<file path="config.mk">
export PLATFORM = sky130hd
export DESIGN_NAME = mem_stage
export DESIGN_NICKNAME = d
export VERILOG_FILES = /design/src/rtl/mem_stage.sv
export SDC_FILE = /design/constraint.sdc
export NUM_CORES = 1
export LEC_CHECK = 0
export ABC_AREA = 1
export BUFFER_PORTS_ARGS = -buffer_cell sky130_fd_sc_hd__clkbuf_2
export CORE_MARGIN = 2
export CORE_UTILIZATION = 44
export DETAILED_ROUTE_END_ITERATION = 6
export MAX_ROUTING_LAYER = met4
export PLACE_DENSITY = 0.77
export SYNTH_ARGS = -nofsm -noshare
export SYNTH_HDL_FRONTEND = slang
export SYNTH_SLANG_ARGS = --single-unit
</file>
<file path="constraint.sdc">
create_clock -name clk -period 2.29 [get_ports clk]
set_clock_uncertainty 0.15 [all_clocks]
set_input_delay 0.5725 -clock clk [delete_from_list [all_inputs] [get_ports clk]]
set_output_delay 0.5725 -clock clk [all_outputs]
set_load 0.01 [all_outputs]
</file>
<file path="src/rtl/mem_stage.sv">
// Memory-access stage: holds the instruction from execute, waits for its data-SRAM response,
// aligns/extends load data and drops responses of flushed requests. Optional macro: MS_LOAD_FWD_EN.
module mem_stage #(
   parameter int DROP_CNT_W = 2
) (
   input  logic        clk,
   input  logic        reset,
   input  logic        es_to_ms_valid,
   output logic        ms_allowin,
   input  logic [31:0] es_pc,
   input  logic [31:0] es_result,
   input  logic [4:0]  es_dest,
   input  logic        es_gr_we,
   input  logic        es_res_from_mem,
   input  logic        es_mem_req,
   input  logic [4:0]  es_load_op,
   input  logic        es_ex,
   input  logic        ms_flush,
   input  logic        data_sram_data_ok,
   input  logic [31:0] data_sram_rdata,
   input  logic        ws_allowin,
   output logic        ms_to_ws_valid,
   output logic [31:0] ms_pc,
   output logic [31:0] ms_final_result,
   output logic [4:0]  ms_dest,
   output logic        ms_gr_we,
   output logic        ms_ex_out,
   output logic        ms_fwd_valid,
   output logic        ms_fwd_blk,
   output logic [4:0]  ms_fwd_dest,
   output logic [31:0] ms_fwd_data
);

   typedef enum logic [1:0] {S_IDLE, S_WAIT, S_HOLD} state_t;

   localparam logic [DROP_CNT_W-1:0] DROP_MAX  = '1;
   localparam logic [DROP_CNT_W-1:0] DROP_ZERO = '0;
   localparam logic [DROP_CNT_W-1:0] DROP_ONE  = DROP_CNT_W'(1);

   state_t                 state, state_nxt;
   logic                   ms_valid;
   logic [31:0]            result_q;
   logic                   gr_we_q;
   logic                   res_from_mem_q;
   logic [4:0]             load_op_q;
   logic                   ex_q;
   logic [31:0]            buf_q;
   logic [DROP_CNT_W-1:0]  drop_cnt;

   logic        capture;
   logic        ms_ready_go;
   logic        accept;
   logic        leave;
   logic        drop_inc;
   logic        drop_dec;
   logic        fwd_ready;
   logic [31:0] rdata_sel;
   logic [7:0]  byte_v;
   logic [15:0] half_v;
   logic [31:0] load_val;

   assign capture        = (state == S_WAIT) && data_sram_data_ok && (drop_cnt == DROP_ZERO);
   assign ms_ready_go    = (state == S_IDLE) || (state == S_HOLD) || capture;
   assign ms_allowin     = !ms_valid || (ms_ready_go && ws_allowin);
   assign accept         = es_to_ms_valid && ms_allowin;
   assign leave          = ms_valid && ms_ready_go && ws_allowin;
   assign ms_to_ws_valid = ms_valid && ms_ready_go && !ms_flush;

   // A flushed request still outstanding in WAIT will return data that must be discarded.
   assign drop_inc = ms_flush && (state == S_WAIT) && !capture;
   assign drop_dec = data_sram_data_ok && (drop_cnt != DROP_ZERO);

   always_ff @(posedge clk) begin
      if (reset) state <= S_IDLE;
      else       state <= state_nxt;
   end

   always_comb begin
      state_nxt = state;
      if (ms_flush)
         state_nxt = S_IDLE;
      else if (accept)
         state_nxt = (es_mem_req && !es_ex) ? S_WAIT : S_IDLE;
      else if (leave)
         state_nxt = S_IDLE;
      else if (capture)
         state_nxt = S_HOLD;
   end

   always_ff @(posedge clk) begin
      if (reset)              ms_valid <= 1'b0;
      else if (ms_flush)      ms_valid <= 1'b0;
      else if (ms_allowin)    ms_valid <= es_to_ms_valid;
   end

   always_ff @(posedge clk) begin
      if (reset) begin
         ms_pc          <= 32'h0;
         result_q       <= 32'h0;
         ms_dest        <= 5'h0;
         gr_we_q        <= 1'b0;
         res_from_mem_q <= 1'b0;
         load_op_q      <= 5'h0;
         ex_q           <= 1'b0;
      end else if (accept) begin
         ms_pc          <= es_pc;
         result_q       <= es_result;
         ms_dest        <= es_dest;
         gr_we_q        <= es_gr_we;
         res_from_mem_q <= es_res_from_mem;
         load_op_q      <= es_load_op;
         ex_q           <= es_ex;
      end
   end

   always_ff @(posedge clk) begin
      if (reset)        buf_q <= 32'h0;
      else if (capture) buf_q <= data_sram_rdata;
   end

   always_ff @(posedge clk) begin
      if (reset)
         drop_cnt <= DROP_ZERO;
      else if (drop_inc && !drop_dec && (drop_cnt != DROP_MAX))
         drop_cnt <= drop_cnt + DROP_ONE;
      else if (drop_dec && !drop_inc)
         drop_cnt <= drop_cnt - DROP_ONE;
   end

   a_drop_no_sat: assert property (@(posedge clk) disable iff (reset)
      !(drop_inc && !drop_dec && (drop_cnt == DROP_MAX)));

   // In the capture cycle the buffer is not yet written, so align the live response.
   assign rdata_sel = capture ? data_sram_rdata : buf_q;

   always_comb begin
      byte_v = rdata_sel[7:0];
      case (result_q[1:0])
         2'd1:    byte_v = rdata_sel[15:8];
         2'd2:    byte_v = rdata_sel[23:16];
         2'd3:    byte_v = rdata_sel[31:24];
         default: byte_v = rdata_sel[7:0];
      endcase
      half_v = result_q[1] ? rdata_sel[31:16] : rdata_sel[15:0];

      load_val = rdata_sel;
      if (load_op_q[0])      load_val = {{24{byte_v[7]}}, byte_v};
      else if (load_op_q[1]) load_val = {{16{half_v[15]}}, half_v};
      else if (load_op_q[3]) load_val = {24'h0, byte_v};
      else if (load_op_q[4]) load_val = {16'h0, half_v};
   end

   assign ms_final_result = res_from_mem_q ? load_val : result_q;

`ifdef MS_LOAD_FWD_EN
   assign fwd_ready = capture || (state == S_HOLD);
`else
   assign fwd_ready = (state == S_HOLD);
`endif

   assign ms_ex_out    = ms_valid && ex_q;
   assign ms_gr_we     = gr_we_q && !ms_ex_out;
   assign ms_fwd_valid = ms_valid && ms_gr_we && (ms_dest != 5'd0);
   assign ms_fwd_blk   = ms_valid && res_from_mem_q && !fwd_ready;
   assign ms_fwd_dest  = ms_dest;
   assign ms_fwd_data  = ms_final_result;

endmodule

</file>
=== Word level (Yosys, flattened, before mapping) ===
Index checks and enable logic that the tools add are counted.

* Word-level logic and storage cells: 71
* RAM bits: 0
* Input port bits: 116
* Flip-flop bits (word level): 114
* Memories kept: 0
* Bits in latches: 0
* Memory bits (read-only): 0
* Output and inout port bits: 112

* Multiplexer cells: 14
* Bitwise gates (word level): 0
* Shifts and indexed selects: 0
* Order comparisons: 0
* Div/mod/pow operators: 0
* Add/subtract/negate cells: 2
* $mul: 0
* Equal/unequal tests: 6
* Reduce and logical (&&, ||, !) cells: 38

{| class="wikitable"
|+ Operators by type and width
! operator !! number
|-
| 32-bit 2-to-1 mux || 6
|-
| 8-bit one-hot mux with 3 select lines || 1
|-
| 1-bit logical AND || 20
|-
| 16-bit 2-to-1 mux || 1
|-
| 2-bit 2-to-1 mux || 5
|-
| 1-bit logical NOT || 8
|-
| 2-bit == test, second input constant || 3
|-
| 5-bit nonzero test || 1
|-
| 2-bit by 1-bit == test with 1-bit output, second input constant || 2
|-
| 2-bit logical NOT || 2
|-
| 2-bit nonzero test || 2
|-
| 1-bit logical OR || 3
|-
| 3-bit nonzero test || 1
|-
| 2-bit by 1-bit adder with 2-bit output, second input constant || 1
|-
| 2-bit != test, second input constant || 1
|-
| 2-bit OR reduction || 1
|-
| 2-bit by 1-bit subtractor with 2-bit output, second input constant || 1
|-
| 1-bit 2-to-1 mux || 1
|}

=== Depth between registers and ports, before layout ===
Gate-level depths: netlist (run 1).

* Depth after elaboration: 10
* Mapped depth: 14
* Gate-level depth less buffers: 11

=== Worst setup path after synthesis (run 1) ===
Ideal clock, no wire load.

* Kind: input to output
* Start: input data_sram_data_ok
* End: output ms_fwd_data[14]
* Data arrival time: 1.766 ns
* Cell stages on the path: 8
* Slack: -0.198 ns
* Required time: 1.567 ns
* Buffers on the path: 3
* Cells stage by stage: nand3_4 buf_6 buf_6 nand2_1 o21ai_1 or2_0 a31oi_1 buf_4

* Word-level cells in the longest chain between the ends: 9
* Elaborated cells on any way between the ends: 10
* Those cells by class: 8 x mux; 2 x reduce/logical

{| class="wikitable"
|+ Ends and longest elaborated chain
! what !! RTL line !! text
|-
| start, declared || 19 || <nowiki>input logic data_sram_data_ok,</nowiki>
|-
| 1-bit logical AND * (2 in a row) || 62 || <nowiki>assign capture = (state == S_WAIT) && data_sram_data_ok && (drop_cnt == DROP_ZERO);</nowiki>
|-
| 32-bit 2-to-1 mux * || - ||
|-
| 16-bit 2-to-1 mux || 144 || <nowiki>half_v = result_q[1] ? rdata_sel[31:16] : rdata_sel[15:0];</nowiki>
|-
| 32-bit 2-to-1 mux || 150 || <nowiki>else if (load_op_q[4]) load_val = {16'h0, half_v};</nowiki>
|-
| 32-bit 2-to-1 mux || 149 || <nowiki>else if (load_op_q[3]) load_val = {24'h0, byte_v};</nowiki>
|-
| 32-bit 2-to-1 mux || 148 || <nowiki>else if (load_op_q[1]) load_val = {{16{half_v[15]}}, half_v};</nowiki>
|-
| 32-bit 2-to-1 mux * || 147 || <nowiki>if (load_op_q[0]) load_val = {{24{byte_v[7]}}, byte_v};</nowiki>
|-
| 32-bit 2-to-1 mux * || 153 || <nowiki>assign ms_final_result = res_from_mem_q ? load_val : result_q;</nowiki>
|-
| end, declared || 31 || <nowiki>output logic [31:0] ms_fwd_data</nowiki>
|}

Mark *: on every way between the ends. The rest lies on a longest branch, timed or not.

=== Worst setup path in the final report (run 1) ===
* Start: register state[0]
* End: output ms_final_result[9]

* Word-level cells in the longest chain between the ends: 10
* Elaborated cells on any way between the ends: 11
* Those cells by class: 1 x eq/ne; 8 x mux; 2 x reduce/logical

{| class="wikitable"
|+ Ends and longest elaborated chain
! what !! RTL line !! text
|-
| start, declared || 40 || <nowiki>state_t state, state_nxt;</nowiki>
|-
| start signal, assigned || 75 || <nowiki>else state <= state_nxt;</nowiki>
|-
| 2-bit by 1-bit == test with 1-bit output * || 62 ||
|-
| 1-bit logical AND * (2 in a row) || 62 ||
|-
| 32-bit 2-to-1 mux * || - ||
|-
| 16-bit 2-to-1 mux || 144 ||
|-
| 32-bit 2-to-1 mux || 150 ||
|-
| 32-bit 2-to-1 mux || 149 ||
|-
| 32-bit 2-to-1 mux || 148 ||
|-
| 32-bit 2-to-1 mux * || 147 ||
|-
| 32-bit 2-to-1 mux * || 153 ||
|-
| end, declared || 24 || <nowiki>output logic [31:0] ms_final_result,</nowiki>
|}

Marks and branches as above.

==> results.sh, run 1 <==
export IMPL_timing_rr_end="ms_dest[1]$_SDFFE_PP0P_"
export IMPL_place_ws_ps=-470.5
export IMPL_io_buffers=226
export IMPL_clockPowerShare=0.453
export IMPL_synth_cell_types=38
export IMPL_fp_dieW_um=117.3
export IMPL_grt_pass1_vias=5933
export IMPL_crit_start="state[0]$_SDFFE_PP0P_"
export IMPL_combPwrFrac=0.201
export IMPL_pwr_share_seq=0.347
export IMPL_p_leak_nw=4.181
export IMPL_worst_setup_path_endpoint="ms_final_result[9]"
export IMPL_initial_utilization=0.4498
export IMPL_synth_common_cells="nor2_1, dfxtp_1, nand2_1, o21ai_0, inv_1"
export IMPL_worst_path_most_repeated_cell="nor2_4"
export IMPL_die_area_um2=13770
export IMPL_netlist_area_leader_share=0.4002
export IMPL_dr_pass1_iters=5
export IMPL_ant_nets=0
export IMPL_crit_type="reg -> out"
export IMPL_htreeDepth=4
export IMPL_core_area_um2=12570
export IMPL_cp_num_cells=13
export IMPL_finalCriticalPeriod_ps=3042
export IMPL_ys_async_sr_fraction=0
export IMPL_synth_warnings=0
export IMPL_yosys_top_cells_area="dfxtp_1, nor2_1, o21ai_0"
export IMPL_drive_gt1_frac=0.4458
export IMPL_internal_power_mw=4.468
export IMPL_layout_nets=1191
export IMPL_setup_slack_ps=-751.8
export IMPL_synth_seq_area_share=0.4002
export IMPL_place_area_um2=7236
export IMPL_finalInstanceArea_um2=8650
export IMPL_clockBufferDepth=2
export IMPL_rr_startpoint="state[0]$_SDFFE_PP0P_"
export IMPL_max_cap_viol_count=0
export IMPL_critical_path_max_stage_delay_ps=330
export IMPL_path_clk_slew_ps=60
export IMPL_synthFlopType="dfxtp_1"
export IMPL_grt_overflow_total=0
export IMPL_vias=6362
export IMPL_synth_ff_latch_count=113
export IMPL_peakVddDrop_v=0.0004845
export IMPL_total_power_mw=6.187
export IMPL_min_from="es_ex"
export IMPL_sw_frac_of_total=0.2779
export IMPL_drt_total_wl_mm=18.98
export IMPL_fmax_ghz=0.3288
export IMPL_cts_sinks=113
export IMPL_crit_chain="inv_2 -> nor2_4 -> buf_6 -> nand3_4 -> nand2_2 -> nand3_2 -> nand2_2 -> nor2_4 -> nor2_4 -> nor2_4 -> clkbuf_16 -> a21oi_2 -> clkbuf_2"
export IMPL_synth_top_cell_by_area="dfxtp_1"
export IMPL_rsz0062_at_grt="yes"
export IMPL_grt_pass1_wl_mm=29.22
export IMPL_path_max_fanout=6
export IMPL_area_delta_synth_final_pct=53.01
export IMPL_hold_viol=0
export IMPL_netlist_area_um2=5653
export IMPL_cp_end_kind="primary output"
export IMPL_synth_area_per_cell_um2=6.894
export IMPL_p_sw_mw=1.719
export IMPL_violations="setup timing"
export IMPL_top_level_ports=228
export IMPL_gp_congestion=0.9626
export IMPL_fillers=1011
export IMPL_period_share=1.328
export IMPL_grt_total_usage=0.2749
export IMPL_critPathBufInv=4
export IMPL_cpLargestDelayFamily="simple AND/OR/NAND/NOR gates"
export IMPL_reg2reg_depth=14
export IMPL_status="finished, violations left"
export IMPL_syn_inst=820
export IMPL_vias_per_cell=5.045
export IMPL_antenna_found_initial=1
export IMPL_setup_violations=66
export IMPL_rows=41
export IMPL_startpoint_type="flop"
export IMPL_cts_buffers_inserted=17
export IMPL_die_height_um=117.3
export IMPL_slew_viol_final=0
export IMPL_stdcell_count=1261
export IMPL_setup_tns_ps=-44640
export IMPL_drc_errors=0
export IMPL_synth_edff_count=0
export IMPL_reg2reg_slack_ps=70
export IMPL_grt_max_degree=50
export IMPL_dpl_hpwl_mm=13.37
export IMPL_drtIter0Drc=492
export IMPL_p_per_area_nw_per_um2=715.3
export IMPL_relSlewSlack=0.7394
export IMPL_clockRootBuffer="clkbuf_16"
export IMPL_yosysMostFrequentCell="nor2_1"
export IMPL_hp_class="in -> reg"
export IMPL_tightest_slew_ps=390.5
export IMPL_clk_latency_ps=420
export IMPL_wire_per_inst_um=15.05
export IMPL_cts_tree="yes"
export IMPL_synthesis_nets=936
export IMPL_dp_cells=1210
export IMPL_slowest_stage="dfxtp_2"
export IMPL_worstPathArrival_ps=2320
export IMPL_crit_required_ps=1570
==> flip-flops by register name (all words and copies together) (netlist names), 2 cells and up <==
signal and flops:
ms_dest 5, state 2, buf_q 32, load_op_q 4, ms_pc 32, result_q 32
drop_cnt 2
==> worst reg2reg max path, stage by stage, from the launching register on <==
cell	delay (ps)
dfxtp_2	330
inv_2	50
nor2_4	170
buf_6	130
nand3_4	140
buf_4	180
buf_6	120
nand2_4	60
a21oi_4	70
nor2_4	140
inv_2	70
buf_12	160
buf_12	170
nor2_1	110
nor2_1	60
==> area by class of cell <==
type,count,area [µm²],area share
Inverter,73,276.5,0.03197
Multi-Input combinational cell,552,3083,0.3564
Antenna cell,1,2.502,0.0002893
Tap cell,172,215.2,0.02488
Clock buffer,19,442.9,0.05121
Clock inverter,13,185.2,0.02141
Sequential cell,113,2267,0.2621
Timing Repair Buffer,318,2177,0.2517
==> per-stage QoR <==
stage,hold slack [ps],util
after floorplan,280.2,-
after global placement,292.5,0.5757
after detailed placement,300.9,0.5757
after CTS,198.6,0.6540
after global routing,210.4,0.6882
final,210.3,0.6882
==> timing repair <==
| action | CTS | global route |
|---|---|---|
| hold buffers | 0 | 0 |
| setup buffers | 9 | 6 |
| endpoints found under the hold margin | 0 | 0 |
| gates resized for setup | 51 | 96 |
| cloned | 3 | 2 |
| endpoints found under the setup margin | 67 | 67 |
| pin swaps | 8 | 26 |
==> routing by layer <==
metal  vias up  GRT usage  wire length [µm]
li1       3102          -                 -
met1      2922     0.3194              7772
met2       307     0.4569              9283
met3        31    0.07344              1485
met4         0     0.1017               438
met5         -          -                 0
==> power groups by stage <==
| stage | sequential [mW] | clock [mW] | combinational [mW] |
|---|---|---|---|
| final | 2.14 | 2.80 | 1.24 |
| after CTS | 2.14 | 2.82 | 1.12 |
| after global routing | 2.16 | 2.92 | 1.35 |
| after floorplan | 2.19 | 0 | 0.643 |
| after detailed placement | 2.18 | 0 | 1.07 |
| after global placement | 2.18 | 0 | 1.06 |
==> cells in the final DEF (no fill, tap or decap), types with 19 or more instances in the layout <==
master and instances:
nor2_1 208, clkbuf_2 205, dfxtp_1 109, nand2_1 81, o21ai_0 80, buf_4 69, inv_1 61, a21oi_2 24
a21oi_1 22, buf_6 22, clkbuf_16 19
==> worst min-delay path by stage <==
| stage | to | slack, ps | cells after the start |
|---|---|---|---|
| floorplan | gr_we_q$_SDFFE_PP0P_ | 280 | 2 |
| global placement | gr_we_q$_SDFFE_PP0P_ | 290 | 2 |
| detailed placement | gr_we_q$_SDFFE_PP0P_ | 300 | 2 |
| CTS | state[0]$_SDFFE_PP0P_ | 200 | 2 |
| global route | state[0]$_SDFFE_PP0P_ | 210 | 2 |
| finish | state[0]$_SDFFE_PP0P_ | 210 | 2 |
==> kinds of logic after synthesis <==
logic type	after synthesis	synth area share
compound gates	191	0.1926
buf+inv	156	0.1456
flops	113	0.4002
simple gates	360	0.2616
(Power assumes the default switching activity.)
==> run 2: changes to the inputs <==
- ABC_AREA: 1 -> 0
- CORE_UTILIZATION: 44 -> 40
- PLACE_DENSITY: 0.77 -> 0.7
- clock period: 2.29 -> 2.6 ns (I/O delays scaled with it)
==> results.sh, run 2 <==
export IMPL_place_area_um2=7383
export IMPL_setup_slack_ps=-680.0
export IMPL_cts_sinks=113
export IMPL_internal_power_mw=3.954
export IMPL_ys_async_sr_fraction=0
export IMPL_vias_per_cell=5.377
export IMPL_clk_latency_ps=420
export IMPL_clockPowerShare=0.488
export IMPL_drive_gt1_frac=0.4506
export IMPL_finalInstanceArea_um2=8423
export IMPL_fmax_ghz=0.3049
export IMPL_status="finished, violations left"
export IMPL_die_height_um=124.9
export IMPL_grt_total_usage=0.2516
export IMPL_slew_viol_final=0
export IMPL_pwr_share_seq=0.353
export IMPL_synth_area_per_cell_um2=8.430
export IMPL_top_level_ports=228
export IMPL_slowest_stage="mux4_2"
export IMPL_synth_edff_count=0
export IMPL_finalCriticalPeriod_ps=3280
export IMPL_gp_congestion=0.8556
export IMPL_cp_end_kind="primary output"
export IMPL_grt_max_degree=79
export IMPL_dr_pass1_iters=5
export IMPL_hold_viol=0
export IMPL_die_area_um2=15590
export IMPL_synth_common_cells="dfxtp_1, a21oi_1, nand3_1, nor2_1, o21ai_0"
export IMPL_critical_path_max_stage_delay_ps=500
export IMPL_grt_pass1_vias=5840
export IMPL_grt_pass1_wl_mm=30.33
export IMPL_synth_seq_area_share=0.3872
export IMPL_synth_ff_latch_count=113
export IMPL_p_leak_nw=3.788
export IMPL_top_regs="buf_q: 32 flops, ms_pc: 32 flops, result_q: 32 flops"
export IMPL_path_clk_slew_ps=60
export IMPL_antenna_found_initial=0
export IMPL_synthFlopType="dfxtp_1"
export IMPL_netlist_area_um2=5842
export IMPL_layout_common_cells="clkbuf_2, dfxtp_1, a21oi_1, buf_4, nand3_1"
export IMPL_startpoint_type="flop"
export IMPL_grt_overflow_total=0
export IMPL_drt_total_wl_mm=19.33
export IMPL_clockRootBuffer="clkbuf_16"
export IMPL_core_area_um2=14420
export IMPL_wire_per_inst_um=17.17
export IMPL_sw_frac_of_total=0.2490
export IMPL_crit_chain="nor4b_4 -> buf_6 -> buf_12 -> and3_4 -> o21ai_2 -> mux4_2 -> a21oi_4 -> buf_2"
export IMPL_netlist_area_leader_share=0.3872
export IMPL_mostFrequentLayoutCell="clkbuf_2"
export IMPL_crit_type="reg -> out"
export IMPL_peakVddDrop_v=0.0004396
export IMPL_tightest_slew_ps=493.8
export IMPL_reg2reg_slack_ps=430
export IMPL_io_buffers=226
export IMPL_synth_warnings=0
export IMPL_ant_nets=0
export IMPL_fp_dieW_um=124.9
export IMPL_synthesis_nets=809
export IMPL_yosysMostFrequentCell="dfxtp_1"
export IMPL_initial_utilization=0.4050
export IMPL_crit_required_ps=1800
export IMPL_p_per_area_nw_per_um2=625.1
export IMPL_cts_tree="yes"
export IMPL_relSlewSlack=0.6708
export IMPL_drc_errors=0
export IMPL_layout_nets=1044
export IMPL_multiInputGateArea_um2=3234
export IMPL_setup_violations=64
export IMPL_yosys_top_cells_area="dfxtp_1, a21oi_1, nand3_1"
export IMPL_period_share=1.262
export IMPL_cts_buffers_inserted=17
export IMPL_place_ws_ps=-400.9
export IMPL_setup_tns_ps=-40340
export IMPL_combPwrFrac=0.159
export IMPL_violations="setup timing"
export IMPL_syn_inst=693
export IMPL_drtIter0Drc=409
export IMPL_clockBufferDepth=2
export IMPL_max_cap_viol_count=0
export IMPL_path_max_fanout=8
export IMPL_rsz0062_at_grt="yes"
export IMPL_cts_hold_buf=0
export IMPL_synth_top_cell_by_area="dfxtp_1"
export IMPL_worstPathArrival_ps=2480
export IMPL_dpl_hpwl_mm=13.29
export IMPL_synth_cell_types=61
export IMPL_vias=6054
export IMPL_area_delta_synth_final_pct=44.19
export IMPL_hp_class="in -> reg"
export IMPL_regArea_um2=2266
export IMPL_fillers=1315
export IMPL_p_sw_mw=1.311
export IMPL_htreeDepth=4
export IMPL_rows=44
run 2: cell count changes after synthesis, moves of 22 or more:
cell | previous run | this run
nand2_1 | 94 | 12
mux2i_1 | 0 | 25
o22a_1 | 0 | 24
inv_1 | 69 | 4
nand3_1 | 19 | 80
o21ai_0 | 88 | 44
a21oi_1 | 46 | 89
o21ai_1 | 16 | 38
nor2_1 | 221 | 68
run 2: area by class of cell:
class	instances	share of cell area
Multi-Input combinational cell	470	0.3840
Sequential cell	113	0.2690
Timing Repair Buffer	319	0.2387
Clock buffer	21	0.05585
Tap cell	184	0.02733
Clock inverter	11	0.02169
Inverter	7	0.003119
Antenna cell	1	0.0002971
run 2: worst paths after layout:
path                                                    end                      from  cells after the start
worst min register to register            ex_q$_SDFFE_PP0P_         ex_q$_SDFFE_PP0P_                      2
worst max register to register  res_from_mem_q$_SDFFE_PP0P_  drop_cnt[1]$_SDFFE_PP0P_                      9
worst min-delay path            res_from_mem_q$_SDFFE_PP0P_           es_res_from_mem                      3
worst max-delay path                         ms_fwd_data[2]  drop_cnt[1]$_SDFFE_PP0P_                      8
run 2: kinds of logic after synthesis:
group | share of synthesized area
muxes | 0.09060
buffers and inverters | 0.1152
DFF | 0.3872
AOI/OAI and AO/OA | 0.2502
and+or+nand+nor | 0.1568
run 2: worst max-delay path, delay by kind of cell (launching register included):
family,cells,cell delay (ps)
flops,1,330
buf+inv,3,510
mux,1,500
simple gates,2,500
compound gates,2,210
run 2: timing repair:
item	4_1_cts	5_1_grt
buffers inserted	8	4
pin swaps	22	10
endpoints found under the setup margin	65	66
resized for setup	32	43
cloned	2	0
run 2: power groups by stage:
stage	sequential [mW]	clock, mW	combinational, mW
after floorplan	1.89	0	0.503
after global placement	1.89	0	0.782
after detailed placement	1.89	0	0.789
after CTS	1.86	2.60	0.818
after global routing	1.87	2.70	0.907
final	1.86	2.57	0.836
run 2: routing by layer:
| layer | GRT usage | wire length [µm] | up-vias | share of wire |
|---|---|---|---|---|
| li1 | - | - | 2949 | - |
| met1 | 0.3197 | 8218 | 2841 | 0.43 |
| met2 | 0.3780 | 8956 | 239 | 0.46 |
| met3 | 0.08033 | 1678 | 25 | 0.087 |
| met4 | 0.08954 | 477 | 0 | 0.025 |
| met5 | - | 0 | - | 0 |
run 2: stage by stage:
| step | utilization | hold slack, ps | cells | total power [mW] |
|---|---|---|---|---|
| detailed placement | 0.5119 | 316.5 | 1081 | 2.682 |
| global route | 0.5838 | 307.4 | 1125 | 5.476 |
| CTS | 0.5736 | 299.6 | 1123 | 5.277 |
| floorplan | - | 295.8 | 693 | 2.395 |
| global placement | 0.5119 | 309.7 | 1081 | 2.672 |
| finish | 0.5840 | 314.5 | 1126 | 5.266 |
==> run 3: changes to the inputs <==
- CORE_ASPECT_RATIO: not set -> 1.4
- GPL_TIMING_DRIVEN: not set -> 0
==> results.sh, run 3 (synthesized netlist as in run 2, its figures left out) <==
export IMPL_status="finished, violations left"
export IMPL_violations="setup timing"
export IMPL_hp_class="in -> reg"
export IMPL_stdcell_count=1174
export IMPL_dr_pass1_iters=6
export IMPL_cpLargestDelayFamily="multiplexers"
export IMPL_setup_slack_ps=-873.7
export IMPL_rsz0062_at_grt="yes"
export IMPL_peakVddDrop_v=0.0004935
export IMPL_slew_viol_final=0
export IMPL_worst_path_most_repeated_cell="buf_6"
export IMPL_fp_dieW_um=106.1
export IMPL_top_regs="buf_q: 32 flops, ms_pc: 32 flops, result_q: 32 flops"
export IMPL_p_per_area_nw_per_um2=602.8
export IMPL_grt_total_usage=0.2746
export IMPL_clockRootBuffer="clkbuf_16"
export IMPL_grt_max_degree=17
export IMPL_cts_buffers_inserted=17
export IMPL_drive_gt1_frac=0.4426
export IMPL_dp_cells=1106
export IMPL_rr_startpoint="state[1]$_SDFFE_PP0P_"
export IMPL_die_height_um=147.0
export IMPL_grt_pass1_vias=6111
export IMPL_clockBufferDepth=2
export IMPL_cp_end_kind="primary output"
export IMPL_path_clk_slew_ps=60
export IMPL_setup_violations=66
export IMPL_grt_use_met3=0.06078
export IMPL_layout_common_cells="clkbuf_2, dfxtp_1, a21oi_1, nand3_1, buf_6"
export IMPL_htreeDepth=4
export IMPL_max_cap_viol_count=0
export IMPL_crit_required_ps=1800
export IMPL_path_max_fanout=6
export IMPL_vias=6293
export IMPL_grt_overflow_total=0
export IMPL_startpoint_type="flop"
export IMPL_setup_tns_ps=-48250
export IMPL_finalInstanceArea_um2=9070
export IMPL_ant_nets=0
export IMPL_cts_sinks=113
export IMPL_initial_utilization=0.4063
export IMPL_drtIter0Drc=375
export IMPL_crit_chain="nor4b_4 -> buf_6 -> nand2_8 -> buf_12 -> mux2i_4 -> mux4_2 -> a21oi_4 -> buf_6 -> buf_6"
export IMPL_antenna_found_initial=0
export IMPL_critical_path_max_stage_delay_ps=510
export IMPL_layout_nets=1088
export IMPL_crit_start="state[1]$_SDFFE_PP0P_"
export IMPL_worstPathArrival_ps=2670
export IMPL_tightest_slew_ps=657.4
export IMPL_grtUsageMet1=0.3106
export IMPL_core_area_um2=14380
export IMPL_cts_tree="yes"
export IMPL_io_buffers=224
export IMPL_critPathBufInv=4
export IMPL_finalCriticalPeriod_ps=3474
export IMPL_period_share=1.336
export IMPL_clk_latency_ps=410
export IMPL_die_area_um2=15600
export IMPL_drt_total_wl_mm=21.36
export IMPL_p_leak_nw=3.909
export IMPL_dpl_hpwl_mm=15.50
export IMPL_final_util=0.6308
export IMPL_wire_per_inst_um=18.20
export IMPL_grt_pass1_wl_mm=32.44
export IMPL_busiest_layer="met2"
export IMPL_mostFrequentLayoutCell="clkbuf_2"
export IMPL_cts_hold_buf=0
export IMPL_place_area_um2=7376
export IMPL_gp_congestion=0.9415
export IMPL_crit_type="reg -> out"
export IMPL_area_delta_synth_final_pct=55.26
export IMPL_min_from="es_gr_we"
export IMPL_vias_per_cell=5.360
export IMPL_whs_ps=319.0
export IMPL_fmax_ghz=0.2879
export IMPL_slowest_stage="mux4_2"
export IMPL_relSlewSlack=0.5617
export IMPL_top_level_ports=228
export IMPL_grt_use_met2=0.4734
export IMPL_hold_viol=0
export IMPL_rows=52
export IMPL_drc_errors=0
export IMPL_diodes=0
## run 3: layer usage
layer,vias to the layer above,part of all wire
met5,-,0
met4,0,0.030
met3,43,0.062
met2,250,0.53
met1,2959,0.38
li1,3041,-
## run 3: through the flow
step / power [mW] / setup WS, ps
floorplan: 2.395 / -418.0
global placement: 2.735 / -785.0
detailed placement: 2.744 / -780.4
CTS: 5.392 / -815.6
global route: 5.652 / -934.8
finish: 5.467 / -873.7
## run 3: worst min-delay path, delay by kind of cell
family,cells,cell delay (ps)
AND/OR/NAND/NOR,1,50
AO/OA/AOI/OAI,1,50
buffers and inverters,1,80
## run 3: what timing repair did
action / CTS / global route
setup endpoints to repair: 66 / 89
resized for setup: 79 / 97
cloned: 1 / 2
pin swaps: 13 / 24
setup buffers: 21 / 12
## run 3: final cells by class
type	instances	area [µm²]
plain buffers	105	810.8
clock buffers	19	452.9
inverters	7	28.78
clock inverters	13	207.7
well taps	189	236.5
fillers	1264	5309
multi-input cells	468	3347
repair buffers	260	1718
flip-flops and latches	113	2268
## run 3: report_power, final
group	internal [mW]	switching [mW]	total [mW]
Sequential	1.81	0.0519	1.86
Combinational	0.492	0.506	0.999
Clock	1.75	0.860	2.61
Total	4.05	1.42	5.47
## run 3: path summary, 6_finish.rpt
| kind | slack (ps) | cells past startpoint | to |
|---|---|---|---|
| hold reg to reg | 320 | 2 | gr_we_q$_SDFFE_PP0P_ |
| setup reg to reg | 120 | 12 | ms_pc[26]$_SDFFE_PP0P_ |
| setup / recovery | -870 | 9 | ms_fwd_data[2] |
| hold / removal | 320 | 3 | gr_we_q$_SDFFE_PP0P_ |
